$ cat src/rtl/dmem_port_arbiter_if.sv
// Bundles the two requester channels and the RAM read/write port of the
// data-memory arbiter.
//   m0_*/m1_* : req/we/addr/wdata toward the arbiter; gnt/rvalid/rdata back.
//   mem_*     : a/d/we toward the RAM; spo (asynchronous read data) back.
// Modports: master = requesters + RAM side, slave = arbiter side.
interface dmem_port_arbiter_if #(
   parameter int unsigned ADDR_W = 6,
   parameter int unsigned DATA_W = 32
);
   logic              m0_req;
   logic              m0_we;
   logic [ADDR_W-1:0] m0_addr;
   logic [DATA_W-1:0] m0_wdata;
   logic              m0_gnt;
   logic              m0_rvalid;
   logic [DATA_W-1:0] m0_rdata;

   logic              m1_req;
   logic              m1_we;
   logic [ADDR_W-1:0] m1_addr;
   logic [DATA_W-1:0] m1_wdata;
   logic              m1_gnt;
   logic              m1_rvalid;
   logic [DATA_W-1:0] m1_rdata;

   logic [ADDR_W-1:0] mem_a;
   logic [DATA_W-1:0] mem_d;
   logic              mem_we;
   logic [DATA_W-1:0] mem_spo;

   modport master (
      output m0_req, m0_we, m0_addr, m0_wdata,
      input  m0_gnt, m0_rvalid, m0_rdata,
      output m1_req, m1_we, m1_addr, m1_wdata,
      input  m1_gnt, m1_rvalid, m1_rdata,
      input  mem_a, mem_d, mem_we,
      output mem_spo
   );

   modport slave (
      input  m0_req, m0_we, m0_addr, m0_wdata,
      output m0_gnt, m0_rvalid, m0_rdata,
      input  m1_req, m1_we, m1_addr, m1_wdata,
      output m1_gnt, m1_rvalid, m1_rdata,
      output mem_a, mem_d, mem_we,
      input  mem_spo
   );
endinterface

$ cat src/rtl/dmem_port_arbiter.sv
// Shares the a/d/we/spo port of the distributed data RAM between the CPU
// datapath (m0) and the debug/IO unit (m1) with round-robin arbitration,
// one transaction per cycle and a registered read response. A clear engine
// sweeps CLR_VAL into every word after reset (optional) or on a clr pulse.
//   clk, rstn : clock, asynchronous active-low reset
//   clr       : one-cycle pulse starting a clear sweep (ignored while clearing)
//   busy      : high while the clear sweep runs
//   bus       : requester channels and RAM port (slave modport)
module dmem_port_arbiter #(
   parameter int unsigned     ADDR_W         = 6,
   parameter int unsigned     DATA_W         = 32,
   parameter logic [DATA_W-1:0] CLR_VAL      = '0,
   parameter bit              CLEAR_ON_RESET = 1'b1
) (
   input  logic                 clk,
   input  logic                 rstn,
   input  logic                 clr,
   output logic                 busy,
   dmem_port_arbiter_if.slave   bus
);

   localparam int unsigned DEPTH = 2 ** ADDR_W;
   localparam logic [ADDR_W-1:0] LAST_ADDR = ADDR_W'(DEPTH - 1);

   typedef enum logic {ST_CLEAR, ST_RUN} state_t;

   localparam state_t RESET_STATE = CLEAR_ON_RESET ? ST_CLEAR : ST_RUN;

   state_t            state_q, state_d;
   logic [ADDR_W-1:0] clr_ptr_q, clr_ptr_d;
   logic              rr_q, rr_d;

   logic              gnt0_c, gnt1_c;
   logic [ADDR_W-1:0] mem_a_c;
   logic [DATA_W-1:0] mem_d_c;
   logic              mem_we_c;

   logic              rvalid0_q, rvalid1_q;
   logic [DATA_W-1:0] rdata0_q, rdata1_q;

   // Next state, grant selection and RAM port mux
   always_comb begin
      state_d   = state_q;
      clr_ptr_d = clr_ptr_q;
      rr_d      = rr_q;
      gnt0_c    = 1'b0;
      gnt1_c    = 1'b0;
      mem_a_c   = '0;
      mem_d_c   = '0;
      mem_we_c  = 1'b0;

      case (state_q)
         ST_CLEAR: begin
            mem_we_c  = 1'b1;
            mem_a_c   = clr_ptr_q;
            mem_d_c   = CLR_VAL;
            clr_ptr_d = clr_ptr_q + ADDR_W'(1);
            if (clr_ptr_q == LAST_ADDR) begin
               state_d = ST_RUN;
            end
         end
         ST_RUN: begin
            // rr only matters on contention; a lone requester always wins
            if (bus.m0_req && (!bus.m1_req || !rr_q)) begin
               gnt0_c = 1'b1;
            end else if (bus.m1_req) begin
               gnt1_c = 1'b1;
            end

            if (gnt0_c) begin
               mem_a_c  = bus.m0_addr;
               mem_d_c  = bus.m0_wdata;
               mem_we_c = bus.m0_we;
               rr_d     = 1'b1;
            end else if (gnt1_c) begin
               mem_a_c  = bus.m1_addr;
               mem_d_c  = bus.m1_wdata;
               mem_we_c = bus.m1_we;
               rr_d     = 1'b0;
            end

            // A grant in the same cycle still completes; the sweep starts next
            if (clr) begin
               state_d   = ST_CLEAR;
               clr_ptr_d = '0;
            end
         end
         default: begin
            state_d   = RESET_STATE;
            clr_ptr_d = '0;
         end
      endcase

      // Keep the RAM and requesters quiet while reset is asserted
      if (!rstn) begin
         gnt0_c   = 1'b0;
         gnt1_c   = 1'b0;
         mem_a_c  = '0;
         mem_d_c  = '0;
         mem_we_c = 1'b0;
      end
   end

   // State, pointers and read response registers
   always_ff @(posedge clk or negedge rstn) begin
      if (!rstn) begin
         state_q   <= RESET_STATE;
         clr_ptr_q <= '0;
         rr_q      <= 1'b0;
         busy      <= CLEAR_ON_RESET;
         rvalid0_q <= 1'b0;
         rvalid1_q <= 1'b0;
         rdata0_q  <= '0;
         rdata1_q  <= '0;
      end else begin
         state_q   <= state_d;
         clr_ptr_q <= clr_ptr_d;
         rr_q      <= rr_d;
         busy      <= (state_d == ST_CLEAR);
         rvalid0_q <= gnt0_c && !bus.m0_we;
         rvalid1_q <= gnt1_c && !bus.m1_we;
         if (gnt0_c && !bus.m0_we) begin
            rdata0_q <= bus.mem_spo;
         end
         if (gnt1_c && !bus.m1_we) begin
            rdata1_q <= bus.mem_spo;
         end
      end
   end

   assign bus.m0_gnt    = gnt0_c;
   assign bus.m1_gnt    = gnt1_c;
   assign bus.m0_rvalid = rvalid0_q;
   assign bus.m1_rvalid = rvalid1_q;
   assign bus.m0_rdata  = rdata0_q;
   assign bus.m1_rdata  = rdata1_q;
   assign bus.mem_a     = mem_a_c;
   assign bus.mem_d     = mem_d_c;
   assign bus.mem_we    = mem_we_c;

endmodule

$ cat src/flat_wrapper.sv
// flat-port wrapper written by rule: the top's interface ports become plain ports
module dmem_port_arbiter_flat 
#(
   parameter int unsigned     ADDR_W         = 6,
   parameter int unsigned     DATA_W         = 32,
   parameter logic [DATA_W-1:0] CLR_VAL      = '0,
   parameter bit              CLEAR_ON_RESET = 1'b1
)
  (clk, rstn, clr, busy, bus_m0_req, bus_m0_we, bus_m0_addr, bus_m0_wdata, bus_m0_gnt, bus_m0_rvalid, bus_m0_rdata, bus_m1_req, bus_m1_we, bus_m1_addr, bus_m1_wdata, bus_m1_gnt, bus_m1_rvalid, bus_m1_rdata, bus_mem_a, bus_mem_d, bus_mem_we, bus_mem_spo);
  dmem_port_arbiter_if #(.ADDR_W(ADDR_W), .DATA_W(DATA_W)) bus_i ();
  input  logic clk;
  input  logic rstn;
  input  logic clr;
  output logic busy;
  input wire logic [$bits(bus_i.m0_req)-1:0] bus_m0_req;
  input wire logic [$bits(bus_i.m0_we)-1:0] bus_m0_we;
  input wire logic [$bits(bus_i.m0_addr)-1:0] bus_m0_addr;
  input wire logic [$bits(bus_i.m0_wdata)-1:0] bus_m0_wdata;
  output wire logic [$bits(bus_i.m0_gnt)-1:0] bus_m0_gnt;
  output wire logic [$bits(bus_i.m0_rvalid)-1:0] bus_m0_rvalid;
  output wire logic [$bits(bus_i.m0_rdata)-1:0] bus_m0_rdata;
  input wire logic [$bits(bus_i.m1_req)-1:0] bus_m1_req;
  input wire logic [$bits(bus_i.m1_we)-1:0] bus_m1_we;
  input wire logic [$bits(bus_i.m1_addr)-1:0] bus_m1_addr;
  input wire logic [$bits(bus_i.m1_wdata)-1:0] bus_m1_wdata;
  output wire logic [$bits(bus_i.m1_gnt)-1:0] bus_m1_gnt;
  output wire logic [$bits(bus_i.m1_rvalid)-1:0] bus_m1_rvalid;
  output wire logic [$bits(bus_i.m1_rdata)-1:0] bus_m1_rdata;
  output wire logic [$bits(bus_i.mem_a)-1:0] bus_mem_a;
  output wire logic [$bits(bus_i.mem_d)-1:0] bus_mem_d;
  output wire logic [$bits(bus_i.mem_we)-1:0] bus_mem_we;
  input wire logic [$bits(bus_i.mem_spo)-1:0] bus_mem_spo;
  assign bus_i.m0_req = bus_m0_req;
  assign bus_i.m0_we = bus_m0_we;
  assign bus_i.m0_addr = bus_m0_addr;
  assign bus_i.m0_wdata = bus_m0_wdata;
  assign bus_m0_gnt = bus_i.m0_gnt;
  assign bus_m0_rvalid = bus_i.m0_rvalid;
  assign bus_m0_rdata = bus_i.m0_rdata;
  assign bus_i.m1_req = bus_m1_req;
  assign bus_i.m1_we = bus_m1_we;
  assign bus_i.m1_addr = bus_m1_addr;
  assign bus_i.m1_wdata = bus_m1_wdata;
  assign bus_m1_gnt = bus_i.m1_gnt;
  assign bus_m1_rvalid = bus_i.m1_rvalid;
  assign bus_m1_rdata = bus_i.m1_rdata;
  assign bus_mem_a = bus_i.mem_a;
  assign bus_mem_d = bus_i.mem_d;
  assign bus_mem_we = bus_i.mem_we;
  assign bus_i.mem_spo = bus_mem_spo;
  dmem_port_arbiter #(.ADDR_W(ADDR_W), .DATA_W(DATA_W), .CLR_VAL(CLR_VAL), .CLEAR_ON_RESET(CLEAR_ON_RESET)) u_core (.clk(clk), .rstn(rstn), .clr(clr), .busy(busy), .bus(bus_i));
endmodule
$ cat config.mk
export PLATFORM = sky130hd
export DESIGN_NAME = dmem_port_arbiter_flat
export DESIGN_NICKNAME = d
export VERILOG_FILES = /design/src/rtl/dmem_port_arbiter_if.sv /design/src/rtl/dmem_port_arbiter.sv /design/src/flat_wrapper.sv
export SDC_FILE = /design/constraint.sdc
export NUM_CORES = 1
export LEC_CHECK = 0
export ABC_AREA = 1
export CAP_MARGIN = 10
export CORE_UTILIZATION = 34
export DETAILED_ROUTE_END_ITERATION = 7
export PLACE_DENSITY = 0.77
export SYNTH_ARGS = -nofsm -noshare
export SYNTH_HDL_FRONTEND = slang
export SYNTH_SLANG_ARGS = --single-unit
$ cat constraint.sdc
create_clock -name clk -period 1.2 [get_ports clk]
set_input_delay 0.12 -clock clk [delete_from_list [all_inputs] [get_ports clk]]
set_output_delay 0.12 -clock clk [all_outputs]
set_load 0.02 [all_outputs]
==> impl_metrics.json <==
{
  "cts_tree": "done",
  "routed_wl_mm": 17.88,
  "setup_slack_ns": -0.7570,
  "synth_adder_area_share_pct": 0.3412,
  "period_needed_ns": 1.957,
  "clkSinkCount": 75,
  "grt.total_usage_pct": 29.05,
  "drt_first_pass_iters": 4,
  "worstPathArrival_ns": 1.84,
  "hold_viol_final": 0,
  "cts_buffers": 9,
  "final-setup-viol-count": 111,
  "dp_hpwl_mm": 10.86,
  "fp.dieArea_mm2": 0.01121,
  "clk_pin_slew_worst_paths_ns": 0.07,
  "maxSlewViolCount": 0,
  "drive_gt1_share_pct": 42.33,
  "grt_pass1_wl_mm": 24.65,
  "cpMaxStageDelayCell": "dfrtp_1",
  "start_kind": "register",
  "cts_buffer_depth": 2,
  "synth_area_per_cell_um2": 7.561,
  "synth_xor_area_share_pct": 0,
  "ys_ff_latch": 75,
  "die_y_um": 105.9,
  "worst_hold_slack_ns": 0.006585,
  "cpPeakStageDelay_ns": 0.39,
  "globalplace.congestion": 0.9219,
  "synth_mux_area_share_pct": 0,
  "initial_core_util_pct": 35.36,
  "vias": 4654,
  "power_density_mw_per_mm2": 1593,
  "endpoint_kind": "primary output",
  "regArea_mm2": 0.001878,
  "drt_drc_violations_left": 0,
  "crit_fanout": 4,
  "postSynthNetCount": 601,
  "grt_antenna_before_repair": 0,
  "path_cells": "nand2_2 > nand2_4 > buf_12 > nor2_8 > buf_12 > buf_8 > buf_4 > nand2_1 > nand2_2 > buf_6",
  "design.core.area_mm2": 0.01037,
  "path_class": "register to primary output",
  "p_leak_nw": 4.226,
  "placementRows": 37,
  "multi_input_area_mm2": 0.002241,
  "worstMarginPinSlew_ns": 0.5275,
  "ir_drop_mv": 1.297,
  "grt_remaining_overflow": 0,
  "yosys.area_share.simple_pct": 40.05,
  "diodes": 0,
  "hold_path_class": "primary input to asynchronous set/reset pin",
  "clkLatencyLatePin_ns": 0.34,
  "ys_warn_count": 0,
  "synth_top_family_by_area": "simple AND/OR/NAND/NOR gates",
  "syn_area_mm2": 0.003667,
  "status": "finished, violations left",
  "nets": 901,
  "crit_required_ns": 1.08,
  "synth_cells": 485,
  "grt_max_degree": 42,
  "clock-root-buffer": "clkbuf_8",
  "slew_headroom_pct": 64.83,
  "ys_types": 24,
  "io_buffer_count": 222,
  "drt-initial-drc-count": 296,
  "setup-tns-final_ns": -54.60,
  "rsz0062_at_grt": "true",
  "ant_nets": 0,
  "skew_ns": 0.01145,
  "h-tree-depth": 3,
  "wl_per_cell_um": 19.33,
  "fin_crit_sh_pct": 163.1,
  "violations": "setup timing",
  "grt_pass1_vias": 4618,
  "yosysSeqAreaShare_pct": 51.21,
  "fill_cells": 690,
  "ios": 223,
  "synthToLayoutAreaGrowth_pct": 118.9,
  "synth-compound-area-share_pct": 2.149,
  "maxCapViolCount": 0,
  "fmax_mhz": 511.0,
  "drt-vias-per-instance": 5.031,
  "fp.dieW_um": 105.9
}
layout make-up:
class	count	share of cell area [%]
sequential	75	23.39
multi-input combinational	365	27.91
timing repair buffer	318	43.63
inverter	16	0.9506
clock inverter	3	0.1870
clock buffer	12	1.808
tap	136	2.119
metal layers:
layer / global-route usage, % / wire length, um
met5: 0 / 0
met4: 14.58 / 840
met3: 7.854 / 1533
met2: 53.31 / 9568
met1: 30.21 / 5936
worst max-delay path, delay by kind of cell (launching register included):
kind	cells	cell delay, ns
flip-flops	1	0.39
AND/OR/NAND/NOR	5	0.50
buffers and inverters	5	0.60
state kept, by name (all words and copies together), names as in the netlist:
signal	count
u_core.bus.m0_rvalid	1
u_core.clr_ptr_q	6
u_core.busy	1
u_core.rr_q	1
u_core.bus.m0_rdata	32
u_core.bus.m1_rvalid	1
u_core.state_q	1
u_core.bus.m1_rdata	32
cell usage after synthesis, drive strengths merged:
cell type	count	area, um^2
a21boi	1	7.510
a21oi	2	21.27
a22o	1	8.760
buf	24	150.1
clkbuf	5	18.77
dfrtp	74	1852
dfstp	1	26.28
ha	1	12.51
inv	16	60.05
nand2	299	1142
nand3	9	50.05
nand4	37	231.5
nor2	7	45.05
o21ai	7	35.03
o22ai	1	6.260
metrics by stage:
stage                     instances  worst slack (ns)  total power [mW]  instance area, um^2  utilization (%)
after global routing            925           -0.8225             13.50                 8029            77.43
final                           925           -0.7570             12.79                 8029            77.43
after detailed placement        853           -0.9079             10.54                 6302            60.77
after global placement          853           -0.8933             10.37                 6302            60.77
after CTS                       908           -0.6822             12.03                 7261            70.02
after floorplan                 485          -0.07780             7.087                 3760                -
kinds of logic after synthesis:
| family | count (synthesis) |
|---|---|
| adders and majority gates | 1 |
| AOI/OAI and AO/OA | 12 |
| buffers and inverters | 45 |
| and+or+nand+nor | 352 |
| DFF | 75 |
power by group:
part	leakage [nW]	internal, mW	switching (mW)
Sequential	0.995	3.61	0.711
Combinational	3.14	3.06	3.73
Clock	0.0860	0.788	0.890
final timing paths:
kind                                    startpoint                       to  slack [ns]  depth (start not counted)
setup / recovery                       u_core.rr_q            bus_mem_d[13]       -0.76                         10
hold / removal                                rstn      u_core.clr_ptr_q[3]       0.007                          3
setup reg to reg                       u_core.rr_q  u_core.bus.m0_rdata[31]       -0.59                         13
hold reg to reg            u_core.bus.m1_rdata[22]  u_core.bus.m1_rdata[22]        0.47                          2
max in group asynchronous                     rstn           u_core.state_q        0.75                          3
min in group clk                    bus_mem_spo[7]   u_core.bus.m0_rdata[7]        0.35                          3
placed cells by master, fill, tap and decap left out, types with 11 or more instances in the layout:
master,synthesis,layout
buf_8,0,11
inv_1,15,12
clkbuf_2,0,14
clkdlybuf4s15_1,0,42
buf_12,0,18
buf_4,7,35
nand2_2,2,101
buf_6,2,62
clkdlybuf4s50_1,0,113
nand4_1,37,37
dfrtp_1,74,74
nand2_1,295,147
nand2_4,2,50
timing repair:
item	4_1_cts	5_1_grt
setup endpoints to repair	180	164
resized for setup	360	241
hold buffers	1	0
setup buffers	29	17
pin swaps	15	44
hold endpoints to repair	2	0
cloned	10	4
No activity file was read; power rests on OpenSTA's default activity.
